## config.mk

```make
export PLATFORM = sky130hd
export DESIGN_NAME = la_dump_ctrl_flat
export DESIGN_NICKNAME = d
export VERILOG_FILES = /design/src/rtl/la_dump_ctrl_if.sv /design/src/rtl/la_dump_ctrl.sv /design/src/flat_wrapper.sv
export SDC_FILE = /design/constraint.sdc
export NUM_CORES = 1
export LEC_CHECK = 0
export ABC_AREA = 1
export BUFFER_PORTS_ARGS = -buffer_cell sky130_fd_sc_hd__buf_2
export CELL_PAD_IN_SITES_DETAIL_PLACEMENT = 0
export CELL_PAD_IN_SITES_GLOBAL_PLACEMENT = 1
export CORE_MARGIN = 1
export CORE_UTILIZATION = 30
export DETAILED_ROUTE_END_ITERATION = 7
export HOLD_SLACK_MARGIN = 0.15
export MAX_ROUTING_LAYER = met4
export PLACE_DENSITY = 0.64
export SLEW_MARGIN = 0
export SYNTH_ARGS = -nofsm -noshare
export SYNTH_HDL_FRONTEND = slang
export SYNTH_SLANG_ARGS = --single-unit
```

## constraint.sdc

```tcl
create_clock -name clk -period 2.9 [get_ports clk]
set_input_delay 0.725 -clock clk [delete_from_list [all_inputs] [get_ports clk]]
set_output_delay 0.725 -clock clk [all_outputs]
set_load 0.005 [all_outputs]
```

## src/rtl/la_dump_ctrl_if.sv

```systemverilog
// Capture-RAM read port and UART transmitter handshake for la_dump_ctrl.
//   mem_rd_en  read strobe into the capture RAM
//   mem_addr   capture RAM read address
//   mem_rdata  RAM data, valid the cycle after mem_rd_en (registered RAM)
//   tx_data    byte handed to the UART transmitter
//   tx_start   one-cycle start pulse to the transmitter
//   tx_done    one-cycle pulse from the transmitter when the stop bit ends
// master = dump controller, slave = RAM/UART side.
interface la_dump_ctrl_if #(
    parameter int ADDR_W = 10
);
    logic              mem_rd_en;
    logic [ADDR_W-1:0] mem_addr;
    logic [7:0]        mem_rdata;
    logic [7:0]        tx_data;
    logic              tx_start;
    logic              tx_done;

    modport master (
        output mem_rd_en, mem_addr, tx_data, tx_start,
        input  mem_rdata, tx_done
    );

    modport slave (
        input  mem_rd_en, mem_addr, tx_data, tx_start,
        output mem_rdata, tx_done
    );
endinterface

```

## src/rtl/la_dump_ctrl.sv

```systemverilog
// Dumps a circular logic-analyzer capture buffer over the byte UART as one
// packet: SYNC0 SYNC1 LEN_HI LEN_LO sample[0..len-1] CSUM.
// CSUM is the mod-256 sum of the two length bytes and all samples.
//
// Ports:
//   clk        system clock
//   resetn     asynchronous reset, active-low
//   dump_req   start request, honoured only while idle
//   dump_base  first sample address (latched on accept)
//   dump_len   sample count, clamped to the buffer depth (latched on accept)
//   abort_req  stop after the byte currently in flight
//   busy       high from accept until done
//   done       one-cycle pulse at packet end
//   aborted    set with done when the packet ended by abort
//   bus        RAM read port + UART handshake (master side)
//
// state       | meaning
// ------------+------------------------------------------------
// S_IDLE      | waiting for dump_req
// S_HDR       | load sync/length/checksum byte into tx_data
// S_FETCH     | RAM read strobe asserted for one cycle
// S_FETCH_WAIT| capture RAM data into tx_data and checksum
// S_TX_START  | tx_start pulse
// S_TX_WAIT   | byte in flight, waiting for tx_done
// S_NEXT      | choose header, sample, checksum or end
module la_dump_ctrl #(
    parameter int         ADDR_W = 10,
    parameter logic [7:0] SYNC0  = 8'hA5,
    parameter logic [7:0] SYNC1  = 8'h5A
) (
    input  logic              clk,
    input  logic              resetn,
    input  logic              dump_req,
    input  logic [ADDR_W-1:0] dump_base,
    input  logic [ADDR_W:0]   dump_len,
    input  logic              abort_req,
    output logic              busy,
    output logic              done,
    output logic              aborted,
    la_dump_ctrl_if.master    bus
);
    localparam logic [ADDR_W:0] DEPTH = {1'b1, {ADDR_W{1'b0}}};

    typedef enum logic [2:0] {
        S_IDLE,
        S_HDR,
        S_FETCH,
        S_FETCH_WAIT,
        S_TX_START,
        S_TX_WAIT,
        S_NEXT
    } state_t;

    state_t            state;
    logic [ADDR_W-1:0] base_q;
    logic [ADDR_W:0]   len_q;
    logic [ADDR_W:0]   idx_q;
    // 0..3 select SYNC0/SYNC1/LEN_HI/LEN_LO, 4 selects CSUM, 5 = CSUM sent
    logic [2:0]        hdr_sel;
    logic [7:0]        csum;
    logic              abort_pend;
    logic [15:0]       len16;

    assign len16 = 16'(len_q);

    always_ff @(posedge clk or negedge resetn) begin
        if (!resetn) begin
            state        <= S_IDLE;
            base_q       <= '0;
            len_q        <= '0;
            idx_q        <= '0;
            hdr_sel      <= '0;
            csum         <= '0;
            abort_pend   <= 1'b0;
            busy         <= 1'b0;
            done         <= 1'b0;
            aborted      <= 1'b0;
            bus.mem_rd_en <= 1'b0;
            bus.mem_addr  <= '0;
            bus.tx_data   <= '0;
            bus.tx_start  <= 1'b0;
        end else begin
            done <= 1'b0;
            if (busy && abort_req) begin
                abort_pend <= 1'b1;
            end

            case (state)
                S_IDLE: begin
                    if (dump_req) begin
                        base_q     <= dump_base;
                        len_q      <= (dump_len > DEPTH) ? DEPTH : dump_len;
                        idx_q      <= '0;
                        hdr_sel    <= '0;
                        csum       <= '0;
                        abort_pend <= 1'b0;
                        aborted    <= 1'b0;
                        busy       <= 1'b1;
                        state      <= S_HDR;
                    end
                end

                S_HDR: begin
                    case (hdr_sel)
                        3'd0: bus.tx_data <= SYNC0;
                        3'd1: bus.tx_data <= SYNC1;
                        3'd2: begin
                            bus.tx_data <= len16[15:8];
                            csum        <= csum + len16[15:8];
                        end
                        3'd3: begin
                            bus.tx_data <= len16[7:0];
                            csum        <= csum + len16[7:0];
                        end
                        default: bus.tx_data <= csum;
                    endcase
                    hdr_sel      <= hdr_sel + 3'd1;
                    bus.tx_start <= 1'b1;
                    state        <= S_TX_START;
                end

                S_FETCH: begin
                    bus.mem_rd_en <= 1'b0;
                    state         <= S_FETCH_WAIT;
                end

                S_FETCH_WAIT: begin
                    bus.tx_data  <= bus.mem_rdata;
                    csum         <= csum + bus.mem_rdata;
                    bus.tx_start <= 1'b1;
                    state        <= S_TX_START;
                end

                S_TX_START: begin
                    bus.tx_start <= 1'b0;
                    state        <= S_TX_WAIT;
                end

                S_TX_WAIT: begin
                    if (bus.tx_done) begin
                        state <= S_NEXT;
                    end
                end

                S_NEXT: begin
                    // abort_req is also looked at directly so a request on
                    // this very cycle is not lost behind the sticky register
                    if (abort_pend || abort_req) begin
                        done    <= 1'b1;
                        aborted <= 1'b1;
                        busy    <= 1'b0;
                        state   <= S_IDLE;
                    end else if (hdr_sel == 3'd5) begin
                        done  <= 1'b1;
                        busy  <= 1'b0;
                        state <= S_IDLE;
                    end else if (hdr_sel < 3'd4) begin
                        state <= S_HDR;
                    end else if (idx_q < len_q) begin
                        // address wraps naturally at the ADDR_W boundary
                        bus.mem_rd_en <= 1'b1;
                        bus.mem_addr  <= base_q + idx_q[ADDR_W-1:0];
                        idx_q         <= idx_q + 1'b1;
                        state         <= S_FETCH;
                    end else begin
                        state <= S_HDR;
                    end
                end

                default: state <= S_IDLE;
            endcase
        end
    end
endmodule

```

## src/flat_wrapper.sv

```systemverilog
// flat-port wrapper written by rule: the top's interface ports become plain ports
module la_dump_ctrl_flat 
#(
    parameter int         ADDR_W = 10,
    parameter logic [7:0] SYNC0  = 8'hA5,
    parameter logic [7:0] SYNC1  = 8'h5A
)
  (clk, resetn, dump_req, dump_base, dump_len, abort_req, busy, done, aborted, bus_mem_rd_en, bus_mem_addr, bus_tx_data, bus_tx_start, bus_mem_rdata, bus_tx_done);
  la_dump_ctrl_if #(.ADDR_W(ADDR_W)) bus_i ();
  input  logic clk;
  input  logic resetn;
  input  logic dump_req;
  input  logic [ADDR_W-1:0] dump_base;
  input  logic [ADDR_W:0] dump_len;
  input  logic abort_req;
  output logic busy;
  output logic done;
  output logic aborted;
  output wire logic [$bits(bus_i.mem_rd_en)-1:0] bus_mem_rd_en;
  output wire logic [$bits(bus_i.mem_addr)-1:0] bus_mem_addr;
  output wire logic [$bits(bus_i.tx_data)-1:0] bus_tx_data;
  output wire logic [$bits(bus_i.tx_start)-1:0] bus_tx_start;
  input wire logic [$bits(bus_i.mem_rdata)-1:0] bus_mem_rdata;
  input wire logic [$bits(bus_i.tx_done)-1:0] bus_tx_done;
  assign bus_mem_rd_en = bus_i.mem_rd_en;
  assign bus_mem_addr = bus_i.mem_addr;
  assign bus_tx_data = bus_i.tx_data;
  assign bus_tx_start = bus_i.tx_start;
  assign bus_i.mem_rdata = bus_mem_rdata;
  assign bus_i.tx_done = bus_tx_done;
  la_dump_ctrl #(.ADDR_W(ADDR_W), .SYNC0(SYNC0), .SYNC1(SYNC1)) u_core (.clk(clk), .resetn(resetn), .dump_req(dump_req), .dump_base(dump_base), .dump_len(dump_len), .abort_req(abort_req), .busy(busy), .done(done), .aborted(aborted), .bus(bus_i));
endmodule
```

==> out/metrics.cfg <==
[run_status]
status=finished with violations
violations=design-rule violations

[power_and_ir_drop]
power_frac_seq_pct=35.0
combinationalPowerShare_pct=42.2
internal-power_mw=2.626
clkPwrFrac_pct=22.8
swShare_pct=41.36
peakVddDrop_mv=0.3041
power.switching_mw=1.853
leakage_nw=2.729
powerDensity_nw_per_um2=839.5

[route]
vias=3934
drc=12
wire_per_inst_um=14.23
drt_iter0_drc=229
viasPerCell=4.689
first_pass_iters=7
wl_um=11940
ant_nets=0

[clock_tree]
h-tree-depth=3
cts_tree=built
path_clk_slew_ps=60
cts_max_path_buffers=2
post_cts_resized=0
root_buffer=clkbuf_16
clkLatencyLatePin_ps=340
ctsHoldBuffers=0
numCtsBuffers=9
cts.sinks=70
post_cts_buffers=0

[worst_setup_path]
crit_buf_inv=2
r2r_end=u_core.csum[4]
reg2reg_from=u_core.state[0]
crit_type=reg2reg
crit_path_cell_trace=nand2_4 -> nor2_4 -> nand2_1 -> o21ai_0 -> ha_1 -> inv_1 -> fa_1 -> inv_1 -> a21oi_1 -> o21ai_0 -> xnor2_1 -> o21ai_1
reg2reg_depth=12
cp.required_ps=3130
crit_path_end_kind=flip-flop
path_max_fanout=16
reg2reg_setup_slack_ps=290
critPathMaxStageDelay_ps=500
arrival_ps=2840
crit_slowest_cell=dfrtp_1
worstSetupStartpointType=flip-flop
path_delay_family=simple AND/OR/NAND/NOR gates

[sta]
hold_viol=0
fmax_mhz=383.2
final.min_clock_period_ps=2609
worst_pin_slew_ps=615.5
setup_viol=0
finClkSkew_ps=9.966
slew_headroom_pct=58.96
slew_violations=0
rsz0062_at_grt=no
hold_ws_ps=394.6
tns_ps=0
timing.final.crit_share_pct=89.98
setup_ws_ps=290.5

[global_routing]
gr-total-overflow=0
grt_max_degree=47
grt_pass1_vias=3988
grt_use_total_pct=17.30
antenna_found_initial=0
grt_pass1_wl_um=20530

[finish]
layoutNonFillerInstCount=839
layout-drive-gt1-share_pct=17.71
antennaDiodeCount=0
areaGrowthSynthToFinish_pct=17.56
fillCellCount=1576
nNetsFinal=719

[min_path]
hold_class=in2async

[synthesis]
synth_edf_count=0
postSynthCellCount=584
synth_common_cells=nand2_1, dfrtp_1, inv_1, nor2_1, nand3_1
synth_mux_area_share_pct=0
synthArstFlopShare_pct=100.0
synth-simple-area-share_pct=30.55
yosysMostFrequentCell=nand2_1
yosys.area_share.adder_pct=9.705
synth_area_leaders=dfrtp_1, nand2_1, ha_1
synth-main-ff-cell=dfrtp_1
yosys_warnings=0
synth_compound_area_share_pct=10.39
synth_top_family_by_area=simple AND/OR/NAND/NOR gates
seq_area_frac_synth_pct=38.60
synth_area_um2=4538
synth_xor_area_share_pct=3.667
yosysTopAreaCell=dfrtp_1
ys_ff_latch=70
synth_top_area_share_pct=38.60
synth_cell_types=36
synth.net_count=652
syn_area_per_cell_um2=7.771

[placement]
hpwl_um=9034
gp_congestion=0.7995
pre_cts_ws_ps=283.9
port-buffer-count=56
post-place-cells=824

[floorplanning]
start_util_pct=30.99
core_region_area_um2=14640
die_y_um=125.0
num_rows=44
ioPinCount=57
die_w_um=125.0
dieArea_um2=15620

[job]
maxCapViolCount=0

-- how the worst max path moves through the flow --
| stage | to | slack [ps] | start | cells past startpoint |
|---|---|---|---|---|
| finish | u_core.csum[4] | 290 | u_core.state[0] | 12 |
| detailed placement | u_core.csum[4] | 280 | u_core.state[2] | 13 |
| CTS | u_core.csum[4] | 280 | u_core.state[2] | 13 |
| floorplan | u_core.csum[4] | 300 | u_core.hdr_sel[2] | 13 |
| global route | u_core.csum[4] | 30 | u_core.state[2] | 13 |
| global placement | u_core.csum[4] | 330 | u_core.state[2] | 13 |
-- power by group through the flow --
stage / Sequential, mW / Combinational [mW] / Clock (mW)
final: 1.57 / 1.89 / 1.02
after detailed placement: 1.58 / 1.90 / 0
after global routing: 1.62 / 2.19 / 1.11
after global placement: 1.58 / 1.89 / 0
after floorplan: 1.53 / 1.36 / 0
after CTS: 1.57 / 1.92 / 1.07
-- layout make-up --
cell class / instances / area, um^2 / area share, %
clock buffer: 14 / 264.0 / 4.948
clock inverter: 1 / 5.005 / 0.09381
inverter: 65 / 244.0 / 4.573
multi-input combinational: 438 / 2465 / 46.20
sequential: 70 / 1752 / 32.83
tap: 184 / 230.2 / 4.315
timing repair buffer: 67 / 375.4 / 7.036
-- kinds of logic after synthesis --
group,Yosys count
flops,70
simple gates,304
compound gates,81
xor+xnor,19
fa+ha+maj,34
buf+inv,76
-- sequential cells by signal, summed over array words and instances (netlist names) --
register	flops
u_core.busy	1
u_core.done	1
u_core.state	3
u_core.base_q	10
u_core.bus.mem_rd_en	1
u_core.aborted	1
u_core.idx_q	11
u_core.abort_pend	1
u_core.csum	8
u_core.bus.mem_addr	10
u_core.bus.tx_start	1
u_core.len_q	11
u_core.bus.tx_data	8
u_core.hdr_sel	3
-- worst reg2reg max path: stages, from the launching register on --
cell	delay, ps
dfrtp_1	500
nand2_4	190
nor2_4	330
nand2_1	130
o21ai_0	100
ha_1	230
inv_1	70
fa_1	400
inv_1	90
a21oi_1	60
o21ai_0	190
xnor2_1	150
o21ai_1	70
-- cell usage in the layout, fill, tap and decap left out, drive strengths merged --
cell	Yosys	layout
o211ai	11	11
inv	63	63
o21ai	45	45
xnor2	7	7
xor2	12	12
nand2	191	191
fa	2	2
o22ai	3	3
clkinv	2	3
nand3	49	49
ha	32	32
nand4	6	6
o21a	4	4
buf	9	67
clkbuf	2	14
or2	3	3
or3	1	1
o21bai	1	1
nand3b	1	1
a21oi	17	17
nor3	2	2
nor2	51	51
dfrtp	70	70
-- metal layers --
| metal | share of wire [%] | global-route usage (%) | up-vias |
|---|---|---|---|
| met5 | 0 | - | - |
| met2 | 50 | 29.31 | 75 |
| met4 | 0.75 | 5.452 | 0 |
| met3 | 3.8 | 4.065 | 8 |
| met1 | 45 | 20.25 | 1828 |
| li1 | - | - | 2023 |
-- through the flow --
stage | power, mW | instance area (um^2) | util (%)
floorplan | 2.882 | 4538 | -
global placement | 3.464 | 5066 | 34.60
detailed placement | 3.485 | 5066 | 34.60
CTS | 4.567 | 5335 | 36.43
global route | 4.920 | 5335 | 36.43
finish | 4.479 | 5335 | 36.43
Note: power is estimated with default switching activity, not from simulation.
